`config.mk`:
```
export PLATFORM = sky130hd
export DESIGN_NAME = wb_daq_data_mover_flat
export DESIGN_NICKNAME = d
export VERILOG_FILES = /design/src/rtl/wb_daq_data_mover_if.sv /design/src/rtl/wb_daq_data_mover.sv /design/src/flat_wrapper.sv
export SDC_FILE = /design/constraint.sdc
export NUM_CORES = 1
export LEC_CHECK = 0
export CELL_PAD_IN_SITES_DETAIL_PLACEMENT = 2
export CELL_PAD_IN_SITES_GLOBAL_PLACEMENT = 2
export CORE_MARGIN = 2
export CORE_UTILIZATION = 25
export CTS_CLUSTER_SIZE = 20
export DETAILED_ROUTE_END_ITERATION = 8
export GPL_TIMING_DRIVEN = 0
export PLACE_DENSITY_LB_ADDON = 0.1
export SYNTH_ARGS = -nofsm -noshare
export SYNTH_HDL_FRONTEND = slang
export SYNTH_SLANG_ARGS = --single-unit
```
`constraint.sdc`:
```
create_clock -name wb_clk -period 5.35 [get_ports wb_clk]
set_input_delay 0.535 -clock wb_clk [delete_from_list [all_inputs] [get_ports wb_clk]]
set_output_delay 0.535 -clock wb_clk [all_outputs]
set_load 0.01 [all_outputs]
```
`src/rtl/wb_daq_data_mover_if.sv`:
```
// Wishbone B3 classic master/slave signal bundle for the DAQ data mover.
interface wb_daq_data_mover_if #(
  parameter int dw = 32,
  parameter int aw = 32
);
  logic [aw-1:0] wbm_adr_o;
  logic [dw-1:0] wbm_dat_o;
  logic [3:0]    wbm_sel_o;
  logic          wbm_we_o;
  logic          wbm_cyc_o;
  logic          wbm_stb_o;
  logic [2:0]    wbm_cti_o;
  logic [1:0]    wbm_bte_o;
  logic          wbm_ack_i;
  logic          wbm_err_i;

  modport master (
    output wbm_adr_o, wbm_dat_o, wbm_sel_o, wbm_we_o,
    output wbm_cyc_o, wbm_stb_o, wbm_cti_o, wbm_bte_o,
    input  wbm_ack_i, wbm_err_i
  );

  modport slave (
    input  wbm_adr_o, wbm_dat_o, wbm_sel_o, wbm_we_o,
    input  wbm_cyc_o, wbm_stb_o, wbm_cti_o, wbm_bte_o,
    output wbm_ack_i, wbm_err_i
  );
endinterface

```
`src/rtl/wb_daq_data_mover.sv`:
```
// Moves samples from four DAQ channels into per-channel circular buffers in
// system memory using Wishbone single writes, round-robin between channels.
module wb_daq_data_mover #(
  parameter int dw        = 32,
  parameter int aw        = 32,
  parameter int BUF_WORDS = 256
) (
  input  logic                wb_clk,
  input  logic                wb_rst_n,
  input  logic [31:0]         daq_control_reg,
  input  logic [31:0]         daq_channel0_address_reg,
  input  logic [31:0]         daq_channel1_address_reg,
  input  logic [31:0]         daq_channel2_address_reg,
  input  logic [31:0]         daq_channel3_address_reg,
  input  logic [3:0]          ch_valid_i,
  input  logic [4*dw-1:0]     ch_data_i,
  wb_daq_data_mover_if.master wbm,
  output logic [3:0]          wrap_irq,
  output logic [3:0]          overrun,
  output logic [3:0]          bus_err
);
  localparam int OW = $clog2(BUF_WORDS);

  typedef enum logic [1:0] {IDLE, ARB, WRITE, DONE} state_t;

  state_t        state_q, state_d;
  logic [1:0]    cur_ch_q, cur_ch_d;
  logic [1:0]    last_q, last_d;
  logic [aw-1:0] adr_q, adr_d;
  logic [dw-1:0] dat_q, dat_d;
  logic          cyc_q, cyc_d;

  logic [3:0]    active;
  logic [3:0]    hold_full;
  logic [3:0]    consume;
  logic [dw-1:0] hold_data [4];
  logic [OW-1:0] offset [4];
  logic [31:2]   base [4];
  logic          grant_found;
  logic [1:0]    grant_ch;
  logic [31:0]   grant_addr;
  logic          wr_ok;
  logic          wr_fail;
  logic          unused_bits;

  assign base[0] = daq_channel0_address_reg[31:2];
  assign base[1] = daq_channel1_address_reg[31:2];
  assign base[2] = daq_channel2_address_reg[31:2];
  assign base[3] = daq_channel3_address_reg[31:2];

  assign unused_bits = ^{daq_control_reg[31:5],
                         daq_channel0_address_reg[1:0], daq_channel1_address_reg[1:0],
                         daq_channel2_address_reg[1:0], daq_channel3_address_reg[1:0]};

  // ack together with err counts as an error
  assign wr_fail = (state_q == WRITE) && wbm.wbm_err_i;
  assign wr_ok   = (state_q == WRITE) && wbm.wbm_ack_i && !wbm.wbm_err_i;

  for (genvar gi = 0; gi < 4; gi++) begin : g_ch
    logic          full_q;
    logic [dw-1:0] data_q;
    logic [OW-1:0] offset_q;
    logic          wrap_q;
    logic          overrun_q;
    logic          bus_err_q;
    logic          mine;

    assign active[gi]  = daq_control_reg[0] & daq_control_reg[gi+1];
    assign consume[gi] = (state_q == ARB) && grant_found && (grant_ch == 2'(gi));
    assign mine        = (state_q == WRITE) && (cur_ch_q == 2'(gi));

    always_ff @(posedge wb_clk or negedge wb_rst_n) begin
      if (!wb_rst_n) begin
        full_q <= 1'b0;
        data_q <= '0;
      end else if (!active[gi]) begin
        full_q <= 1'b0;
      end else if (ch_valid_i[gi] && (!full_q || consume[gi])) begin
        full_q <= 1'b1;
        data_q <= ch_data_i[gi*dw +: dw];
      end else if (consume[gi]) begin
        full_q <= 1'b0;
      end
    end

    // An in-flight write finishes against the old offset; the clear lands afterwards.
    always_ff @(posedge wb_clk or negedge wb_rst_n) begin
      if (!wb_rst_n) begin
        offset_q <= '0;
        wrap_q   <= 1'b0;
      end else begin
        wrap_q <= 1'b0;
        if (mine && wr_ok) begin
          offset_q <= offset_q + OW'(1);
          wrap_q   <= (offset_q == OW'(BUF_WORDS - 1));
        end else if (!active[gi] && !mine) begin
          offset_q <= '0;
        end
      end
    end

    always_ff @(posedge wb_clk or negedge wb_rst_n) begin
      if (!wb_rst_n) begin
        overrun_q <= 1'b0;
        bus_err_q <= 1'b0;
      end else if (!daq_control_reg[0]) begin
        overrun_q <= 1'b0;
        bus_err_q <= 1'b0;
      end else begin
        if (active[gi] && ch_valid_i[gi] && full_q && !consume[gi]) overrun_q <= 1'b1;
        if (mine && wr_fail) bus_err_q <= 1'b1;
      end
    end

    assign hold_full[gi] = full_q;
    assign hold_data[gi] = data_q;
    assign offset[gi]    = offset_q;
    assign wrap_irq[gi]  = wrap_q;
    assign overrun[gi]   = overrun_q;
    assign bus_err[gi]   = bus_err_q;
  end

  // Search starts one past the last granted channel.
  always_comb begin
    logic [1:0] idx;
    idx         = '0;
    grant_found = 1'b0;
    grant_ch    = last_q;
    for (int k = 1; k <= 4; k++) begin
      idx = last_q + 2'(k);
      if (!grant_found && hold_full[idx] && active[idx]) begin
        grant_found = 1'b1;
        grant_ch    = idx;
      end
    end
  end

  assign grant_addr = {base[grant_ch], 2'b00} + (32'(offset[grant_ch]) << 2);

  always_comb begin
    state_d  = state_q;
    cur_ch_d = cur_ch_q;
    last_d   = last_q;
    adr_d    = adr_q;
    dat_d    = dat_q;
    cyc_d    = cyc_q;
    case (state_q)
      IDLE: begin
        if (|(hold_full & active)) state_d = ARB;
      end
      ARB: begin
        if (grant_found) begin
          cur_ch_d = grant_ch;
          last_d   = grant_ch;
          adr_d    = aw'(grant_addr);
          dat_d    = hold_data[grant_ch];
          cyc_d    = 1'b1;
          state_d  = WRITE;
        end else begin
          state_d = IDLE;
        end
      end
      WRITE: begin
        if (wbm.wbm_ack_i || wbm.wbm_err_i) begin
          cyc_d   = 1'b0;
          state_d = DONE;
        end
      end
      DONE: state_d = IDLE;
      default: state_d = IDLE;
    endcase
  end

  always_ff @(posedge wb_clk or negedge wb_rst_n) begin
    if (!wb_rst_n) begin
      state_q  <= IDLE;
      cur_ch_q <= 2'd0;
      last_q   <= 2'd3;
      adr_q    <= '0;
      dat_q    <= '0;
      cyc_q    <= 1'b0;
    end else begin
      state_q  <= state_d;
      cur_ch_q <= cur_ch_d;
      last_q   <= last_d;
      adr_q    <= adr_d;
      dat_q    <= dat_d;
      cyc_q    <= cyc_d;
    end
  end

  assign wbm.wbm_adr_o = adr_q;
  assign wbm.wbm_dat_o = dat_q;
  assign wbm.wbm_sel_o = {4{cyc_q}};
  assign wbm.wbm_we_o  = cyc_q;
  assign wbm.wbm_cyc_o = cyc_q;
  assign wbm.wbm_stb_o = cyc_q;
  assign wbm.wbm_cti_o = 3'b000;
  assign wbm.wbm_bte_o = 2'b00;
endmodule

```
`src/flat_wrapper.sv`:
```
// flat-port wrapper written by rule: the top's interface ports become plain ports
module wb_daq_data_mover_flat 
#(
  parameter int dw        = 32,
  parameter int aw        = 32,
  parameter int BUF_WORDS = 256
)
  (wb_clk, wb_rst_n, daq_control_reg, daq_channel0_address_reg, daq_channel1_address_reg, daq_channel2_address_reg, daq_channel3_address_reg, ch_valid_i, ch_data_i, wrap_irq, overrun, bus_err, wbm_wbm_adr_o, wbm_wbm_dat_o, wbm_wbm_sel_o, wbm_wbm_we_o, wbm_wbm_cyc_o, wbm_wbm_stb_o, wbm_wbm_cti_o, wbm_wbm_bte_o, wbm_wbm_ack_i, wbm_wbm_err_i);
  wb_daq_data_mover_if #(.dw(dw), .aw(aw)) wbm_i ();
  input  logic wb_clk;
  input  logic wb_rst_n;
  input  logic [31:0] daq_control_reg;
  input  logic [31:0] daq_channel0_address_reg;
  input  logic [31:0] daq_channel1_address_reg;
  input  logic [31:0] daq_channel2_address_reg;
  input  logic [31:0] daq_channel3_address_reg;
  input  logic [3:0] ch_valid_i;
  input  logic [4*dw-1:0] ch_data_i;
  output logic [3:0] wrap_irq;
  output logic [3:0] overrun;
  output logic [3:0] bus_err;
  output wire logic [$bits(wbm_i.wbm_adr_o)-1:0] wbm_wbm_adr_o;
  output wire logic [$bits(wbm_i.wbm_dat_o)-1:0] wbm_wbm_dat_o;
  output wire logic [$bits(wbm_i.wbm_sel_o)-1:0] wbm_wbm_sel_o;
  output wire logic [$bits(wbm_i.wbm_we_o)-1:0] wbm_wbm_we_o;
  output wire logic [$bits(wbm_i.wbm_cyc_o)-1:0] wbm_wbm_cyc_o;
  output wire logic [$bits(wbm_i.wbm_stb_o)-1:0] wbm_wbm_stb_o;
  output wire logic [$bits(wbm_i.wbm_cti_o)-1:0] wbm_wbm_cti_o;
  output wire logic [$bits(wbm_i.wbm_bte_o)-1:0] wbm_wbm_bte_o;
  input wire logic [$bits(wbm_i.wbm_ack_i)-1:0] wbm_wbm_ack_i;
  input wire logic [$bits(wbm_i.wbm_err_i)-1:0] wbm_wbm_err_i;
  assign wbm_wbm_adr_o = wbm_i.wbm_adr_o;
  assign wbm_wbm_dat_o = wbm_i.wbm_dat_o;
  assign wbm_wbm_sel_o = wbm_i.wbm_sel_o;
  assign wbm_wbm_we_o = wbm_i.wbm_we_o;
  assign wbm_wbm_cyc_o = wbm_i.wbm_cyc_o;
  assign wbm_wbm_stb_o = wbm_i.wbm_stb_o;
  assign wbm_wbm_cti_o = wbm_i.wbm_cti_o;
  assign wbm_wbm_bte_o = wbm_i.wbm_bte_o;
  assign wbm_i.wbm_ack_i = wbm_wbm_ack_i;
  assign wbm_i.wbm_err_i = wbm_wbm_err_i;
  wb_daq_data_mover #(.dw(dw), .aw(aw), .BUF_WORDS(BUF_WORDS)) u_core (.wb_clk(wb_clk), .wb_rst_n(wb_rst_n), .daq_control_reg(daq_control_reg), .daq_channel0_address_reg(daq_channel0_address_reg), .daq_channel1_address_reg(daq_channel1_address_reg), .daq_channel2_address_reg(daq_channel2_address_reg), .daq_channel3_address_reg(daq_channel3_address_reg), .ch_valid_i(ch_valid_i), .ch_data_i(ch_data_i), .wbm(wbm_i), .wrap_irq(wrap_irq), .overrun(overrun), .bus_err(bus_err));
endmodule
```
-- Word-level counts from Yosys, hierarchy flattened
Index checks and enable logic that the tools add are counted.
- output and inout bits: 88
- register bits after elaboration: 247
- input bits: 296
- logic and storage cells: 245
- reductions and logical operators: 88
- eq/ne operators: 28
- multiplexer cells: 80
- bitwise logic cells: 6
- $lt $le $gt $ge: 5
- $add $sub $neg: 8
- operator list (operator ; count):
    8-bit 2-to-1 mux ; 10
    32-bit binary-select mux with 2-bit select ; 1
    32-bit 2-to-1 mux ; 2
    30-bit binary-select mux with 2-bit select ; 1
    30-bit 2-to-1 mux ; 2
    1-bit logical AND ; 47
    1-bit 2-to-1 mux ; 46
    32-bit by 10-bit adder with 32-bit output ; 1
    8-bit by 1-bit adder with 8-bit output, second input constant ; 4
    8-bit == test, second input constant ; 4
    1-bit logical NOT ; 20
    2-bit by 1-bit != test with 1-bit output, second input constant ; 10
    1-bit binary-select mux with 2-bit select ; 8
    8-bit binary-select mux with 2-bit select ; 1
    2-bit 2-to-1 mux ; 7
    2-bit == test, second input constant ; 6
    2-bit by 3-bit < comparator with 1-bit output, second input constant ; 4
    3-bit != test, second input constant ; 4
    2-bit AND reduction ; 6
    2-bit nonzero test ; 5
    2-bit case mux with 4 select lines ; 1
    2-bit by 1-bit == test with 1-bit output, second input constant ; 3
    2-bit logical NOT ; 3
    1-bit logical OR ; 5
    10 further kinds ; 14

-- Depth between registers and ports, before layout
- word-level depth: 23
- gate-level depth with buffers: 23
- gate-level depth less buffers: 18

-- Worst setup path before layout
OpenSTA, ideal clock, no wires.
- kind: in2reg
- start point: input port daq_control_reg[4]
- end point: register u_core.adr_q[18] (netlist: u_core.wbm.wbm_adr_o[18])
- stages on the path: 22
- path slack: 297 ps
- arrival time: 4920 ps
- library setup time: 133 ps
- path buffers: 4
- data required time: 5217 ps
- cell sequence: a22o_1 a32o_2 a221oi_4 buf_6 buf_6 clkbuf_1 buf_1 nand2_1 and3_1 a31oi_1 ha_1 inv_1 fa_1 nor2b_1 o21ai_0 a21oi_1 o21ai_0 a21oi_1 nand4_1 or4_2 xnor2_1 o21ai_0
- cells in the longest elaborated chain, start to end: 22
- elaborated cells between the ends (all ways): 36
- classes of those cells: add/sub: 1; mux: 22; bitwise: 2; reduce/logical: 11
- RTL lines (element ; line ; RTL):
    start, declared ; flat_wrapper.sv:12 ; input logic [31:0] daq_control_reg;
    1-bit AND * ; wb_daq_data_mover.sv:68 ; assign active[gi] = daq_control_reg[0] & daq_control_reg[gi+1];
    1-bit binary-select mux with 2-bit select ; wb_daq_data_mover.sv:131 ; if (!grant_found && hold_full[idx] && active[idx]) begin
    1-bit 2-to-1 mux (not written as such) ; wb_daq_data_mover.sv:131 ;
    1-bit logical AND ; wb_daq_data_mover.sv:131 ;
    1-bit 2-to-1 mux ; wb_daq_data_mover.sv:131 ;
    1-bit logical NOT ; wb_daq_data_mover.sv:131 ;
    1-bit logical AND (2 in a row) ; wb_daq_data_mover.sv:131 ;
    1-bit 2-to-1 mux ; wb_daq_data_mover.sv:131 ;
    [3 not listed] ; - ;
    1-bit 2-to-1 mux ; wb_daq_data_mover.sv:131 ;
    1-bit logical NOT ; wb_daq_data_mover.sv:131 ;
    1-bit logical AND (2 in a row) ; wb_daq_data_mover.sv:131 ;
    2-bit 2-to-1 mux ; wb_daq_data_mover.sv:131 ;
    2-bit NOT with 3-bit output (not written as such) ; wb_daq_data_mover.sv:138 ; assign grant_addr = {base[grant_ch], 2'b00} + (32'(offset[grant_ch]) << 2);
    30-bit binary-select mux with 2-bit select / 8-bit binary-select mux with 2-bit select (equally long branches) ; wb_daq_data_mover.sv:138 ;
    30-bit 2-to-1 mux (not written as such) / 8-bit 2-to-1 mux (equally long branches) (2 in a row) ; wb_daq_data_mover.sv:138 ;
    32-bit by 10-bit adder with 32-bit output ; wb_daq_data_mover.sv:138 ;
    end signal, assigned ; wb_daq_data_mover.sv:186 ; adr_q <= adr_d;
    end, declared ; wb_daq_data_mover.sv:29 ; logic [aw-1:0] adr_q, adr_d;
Every way passes the cells marked *; elsewhere a longest branch is shown, timed or not. The select of a mux whose other input is x is not followed.
A chain may end at the register's enable or synchronous reset.

-- Worst setup path in the final report
- start point: register u_core.last_q[1]
- end point: register u_core.adr_q[31] (netlist: u_core.wbm.wbm_adr_o[31])
- cells in the longest elaborated chain, start to end: 22
- elaborated cells between the ends (all ways): 46
- classes of those cells: add/sub: 4; mux: 30; bitwise: 1; reduce/logical: 11
- RTL lines (element ; line ; RTL):
    start, declared ; wb_daq_data_mover.sv:28 ; logic [1:0] last_q, last_d;
    start signal, assigned ; wb_daq_data_mover.sv:185 ; last_q <= last_d;
    2-bit by 1-bit adder with 2-bit output ; wb_daq_data_mover.sv:130 ; idx = last_q + 2'(k);
    1-bit binary-select mux with 2-bit select ; wb_daq_data_mover.sv:131 ;
    1-bit 2-to-1 mux (not written as such) ; wb_daq_data_mover.sv:131 ;
    1-bit logical AND ; wb_daq_data_mover.sv:131 ;
    1-bit 2-to-1 mux ; wb_daq_data_mover.sv:131 ;
    1-bit logical NOT ; wb_daq_data_mover.sv:131 ;
    1-bit logical AND (2 in a row) ; wb_daq_data_mover.sv:131 ;
    1-bit 2-to-1 mux ; wb_daq_data_mover.sv:131 ;
    [3 not listed] ; - ;
    1-bit 2-to-1 mux ; wb_daq_data_mover.sv:131 ;
    1-bit logical NOT ; wb_daq_data_mover.sv:131 ;
    1-bit logical AND (2 in a row) ; wb_daq_data_mover.sv:131 ;
    2-bit 2-to-1 mux ; wb_daq_data_mover.sv:131 ;
    2-bit NOT with 3-bit output (not written as such) ; wb_daq_data_mover.sv:138 ;
    30-bit binary-select mux with 2-bit select / 8-bit binary-select mux with 2-bit select (equally long branches) ; wb_daq_data_mover.sv:138 ;
    30-bit 2-to-1 mux (not written as such) / 8-bit 2-to-1 mux (equally long branches) (2 in a row) ; wb_daq_data_mover.sv:138 ;
    32-bit by 10-bit adder with 32-bit output ; wb_daq_data_mover.sv:138 ;
Several ways; a longest one is shown, not always the timed one. The select of a mux whose other input is x is not followed.

==> impl_results.md <==
- Tot Pwr: 8.69 mW
- DR vias/cell: 4.77
- Headroom to the max-slew limit: 37.4%
- CP max FO: 10
- Slowest-stage cell, CP: or4_1
- First-pass GRT wire length: 81100 microns
- Number of port buffers: 341
- Min-Delay Path Class: primary input to asynchronous set/reset pin
- Crit path cell chain: buf_4 -> and3b_2 -> o211ai_1 -> and3_1 -> buf_6 -> buf_12 -> buf_2 -> and3_1 -> a31oi_1 -> ha_1 -> a21o_1 -> nand2_1 -> a21o_1 -> a21oi_1 -> and4_1 -> buf_2 -> nand3_2 -> or4_1 -> a31oi_1
- PD cells: 475 mW/mm^2
- Final setup fails: 0
- Die area: 0.0529 sq mm
- Startpoint type of the worst setup path: register
- Area of the multi-input gates: 0.00611 sq mm
- Slowest Stage Delay on Critical Path: 520 ps
- Highest metal used: met5
- Synthesized area per cell: 9.32 sq um
- CP delay by family, top: simple AND/OR/NAND/NOR gates
- CTS sink cnt: 245
- Largest net degree at the start of global routing: 113
- Worst VDD drop: 0.245 mV
- NumNets Final: 2074
- Synth Instances: 1371
- Post-DRT Antenna Nets: 0
- Met3 wire len: 2760 microns
- Vias in the first global route: 13000
- Synthesized cell area: 0.0128 sq mm
- Initial Util: 25.4%
- H-tree depth: 1
- Crit path arrival time: 5620 ps
- Max Clk Rate: 194 MHz
- Status: finished, final reports clean
- Reg2Reg Setup Slack: 200 ps
- Die Ht: 230 microns
- R2R Path Start: u_core.last_q[1]
- CTS max path bufs: 3
- Total core area: 0.0503 sq mm
- Fraction of layout cells with a size suffix above 1: 15.4%
- Max Slew Vio Count: 0
- EDFF count, synth: 0
- Area growth syn-to-layout: 43.3%
- Placer Congestion: 0.777
- TritonRoute pass-1 iters: 6
- RR Endpoint: u_core.wbm.wbm_adr_o[31]
- FF-to-FF path depth: 19
- CTS tree: done
- Clock-pin slew on the worst setup and hold paths: 60 ps
- GRT overflow: 0
- CP Capture Type: register
- Ys flop type: dfrtp_1
- Initial DRC Count: 405
- CP required: 5830 ps
- Final cell count without fillers: 2452
- Clk Latency, worst-skew pair: 570 ps
- Num CTS Buffers: 31
- Root Buffer: clkbuf_16
- Detailed placer's ending HPWL: 40800 microns
- WL final: 53900 microns
- Yosys reg bits: 245
- Setup TNS Final: 0 ps
- Tmin final: 5150 ps
- Num rows: 82
- Initial antenna violation count: 12
- Post-synth ARST share: 100%
- Commonest cells after routing, fill and taps aside: nand2_1 (372), clkdlybuf4s50_1 (337), dfrtp_1 (243), nand3_1 (142), mux2_2 (128)
- Die W: 230 microns
- Drt wl/cell: 22.0 microns
- Fin util: 36.4%
- Vias: 11700
- Static leakage: 7.85 nW
- Final hold vios: 0
- Worst clock skew: 10.4 ps
- I/O Pins: 384
- DRC viols: 0
- Fill cells: 5509
- Worst Tran Pin Value: 936 ps
- Met2 WL: 26500 microns
- MaxCap Viol Count: 0
- Seq/Total Area, Yosys: 48.0%
- Placed insts: 2392
- Period utilization: 96.2%
- Met1 Routed Length: 23600 microns
- Setup CP Type: register to register
- YS warnings: 0
- CP bufs+invs: 5
- Unique masters post-synth: 60
- RSZ-0062 raised after global routing: no
- Most common cell after layout, fill and taps aside: nand2_1
- Seq. cell area: 0.00613 sq mm
- Overall routing resource usage: 20.0%
==> worst register-to-register path: stages, from the launching register on <==
cell and delay [ps]:
dfstp_2 510, buf_4 160, and3b_2 220, o211ai_1 290, and3_1 240, buf_6 150
buf_12 140, buf_2 360, and3_1 320, a31oi_1 90, ha_1 390, a21o_1 160
nand2_1 120, a21o_1 220, a21oi_1 310, and4_1 240, buf_2 240, nand3_2 180
or4_1 520, a31oi_1 210
==> layout make-up <==
class	count	area share [%]
diodes	2	0.0273
plain buffers	96	3.40
clock buffers	43	4.92
clock inverters	7	0.239
inverters	15	0.308
multi-input cells	1015	33.4
flip-flops and latches	245	33.5
well taps	672	4.59
repair buffers	357	19.6
==> worst max path at each step <==
stage                                  start                        end  cells past startpoint
after detailed placement  daq_control_reg[4]   u_core.wbm.wbm_adr_o[18]                     24
after global placement              wb_rst_n  u_core.g_ch[3].data_q[17]                      1
after global routing        u_core.last_q[1]   u_core.wbm.wbm_adr_o[28]                     21
after floorplan           daq_control_reg[4]   u_core.wbm.wbm_adr_o[18]                     22
final                       u_core.last_q[1]   u_core.wbm.wbm_adr_o[31]                     19
after CTS                   u_core.last_q[1]   u_core.wbm.wbm_adr_o[18]                     21
==> flip-flops by register name, summed over array words and instances (netlist names), 2 cells and up, named ones only <==
register and flops:
u_core.g_ch.data_q 128, u_core.g_ch.offset_q 32, u_core.cur_ch_q 2, u_core.last_q 2, u_core.wbm.wbm_dat_o 32, u_core.wbm.wbm_adr_o 30, u_core.g_ch.bus_err_q 4, u_core.g_ch.overrun_q 4
u_core.g_ch.full_q 4, u_core.g_ch.wrap_q 4
==> cells in the mapped netlist (11+ instances only) <==
cell type,count,area share (%)
nand2_1,372,11
clkbuf_1,47,1.4
ha_1,16,1.6
buf_4,29,1.7
o21ai_0,68,2.7
xnor2_1,11,0.75
nor2_1,49,1.4
a31oi_1,24,1.2
buf_2,17,0.67
and3_1,24,1.2
and2_1,15,0.73
a21oi_1,42,1.6
mux2_2,128,11
a22o_1,13,0.89
mux2i_1,13,1.0
dfrtp_1,243,48
inv_1,15,0.44
nand3_1,142,5.6
==> repair_timing <==
action,4_1_cts,5_1_grt
buffers inserted,5,7
gates resized for setup,37,16
pin swaps,5,5
hold buffers,1,0
endpoints found under the setup margin,29,7
cloned,0,1
hold endpoints to repair,28,0
==> report_power, final <==
group	switching [mW]	total, mW	internal (mW)	leakage, nW
clock network	0.849	2.01	1.16	0.470
registers	0.290	2.60	2.31	3.03
logic	2.31	4.09	1.78	4.34
==> through the flow <==
step                      setup WS, ps  instance area, sq um  hold slack, ps
after floorplan                    297                 12800             239
after global placement           -8030                 17100             460
after detailed placement         -2540                 17100             422
after CTS                         5.06                 18200             414
after global routing              15.2                 18300             428
final                              203                 18300             426
==> kinds of logic after synthesis <==
group	Yosys count	share of synthesized area [%]
compound gates	181	8.85
xor+xnor	19	1.30
fa+ha+maj	17	1.72
buf+inv	117	4.63
flops	245	48.0
mux	144	12.8
other cells	1	0.0294
simple gates	647	22.6
==> layer usage <==
metal | GRT usage (%) | vias to the layer above
li1 | - | 5464
met1 | 25.8 | 5912
met2 | 34.5 | 241
met3 | 4.19 | 70
met4 | 4.44 | 20
met5 | 0 | -
Power figures use the tool's default switching activity.
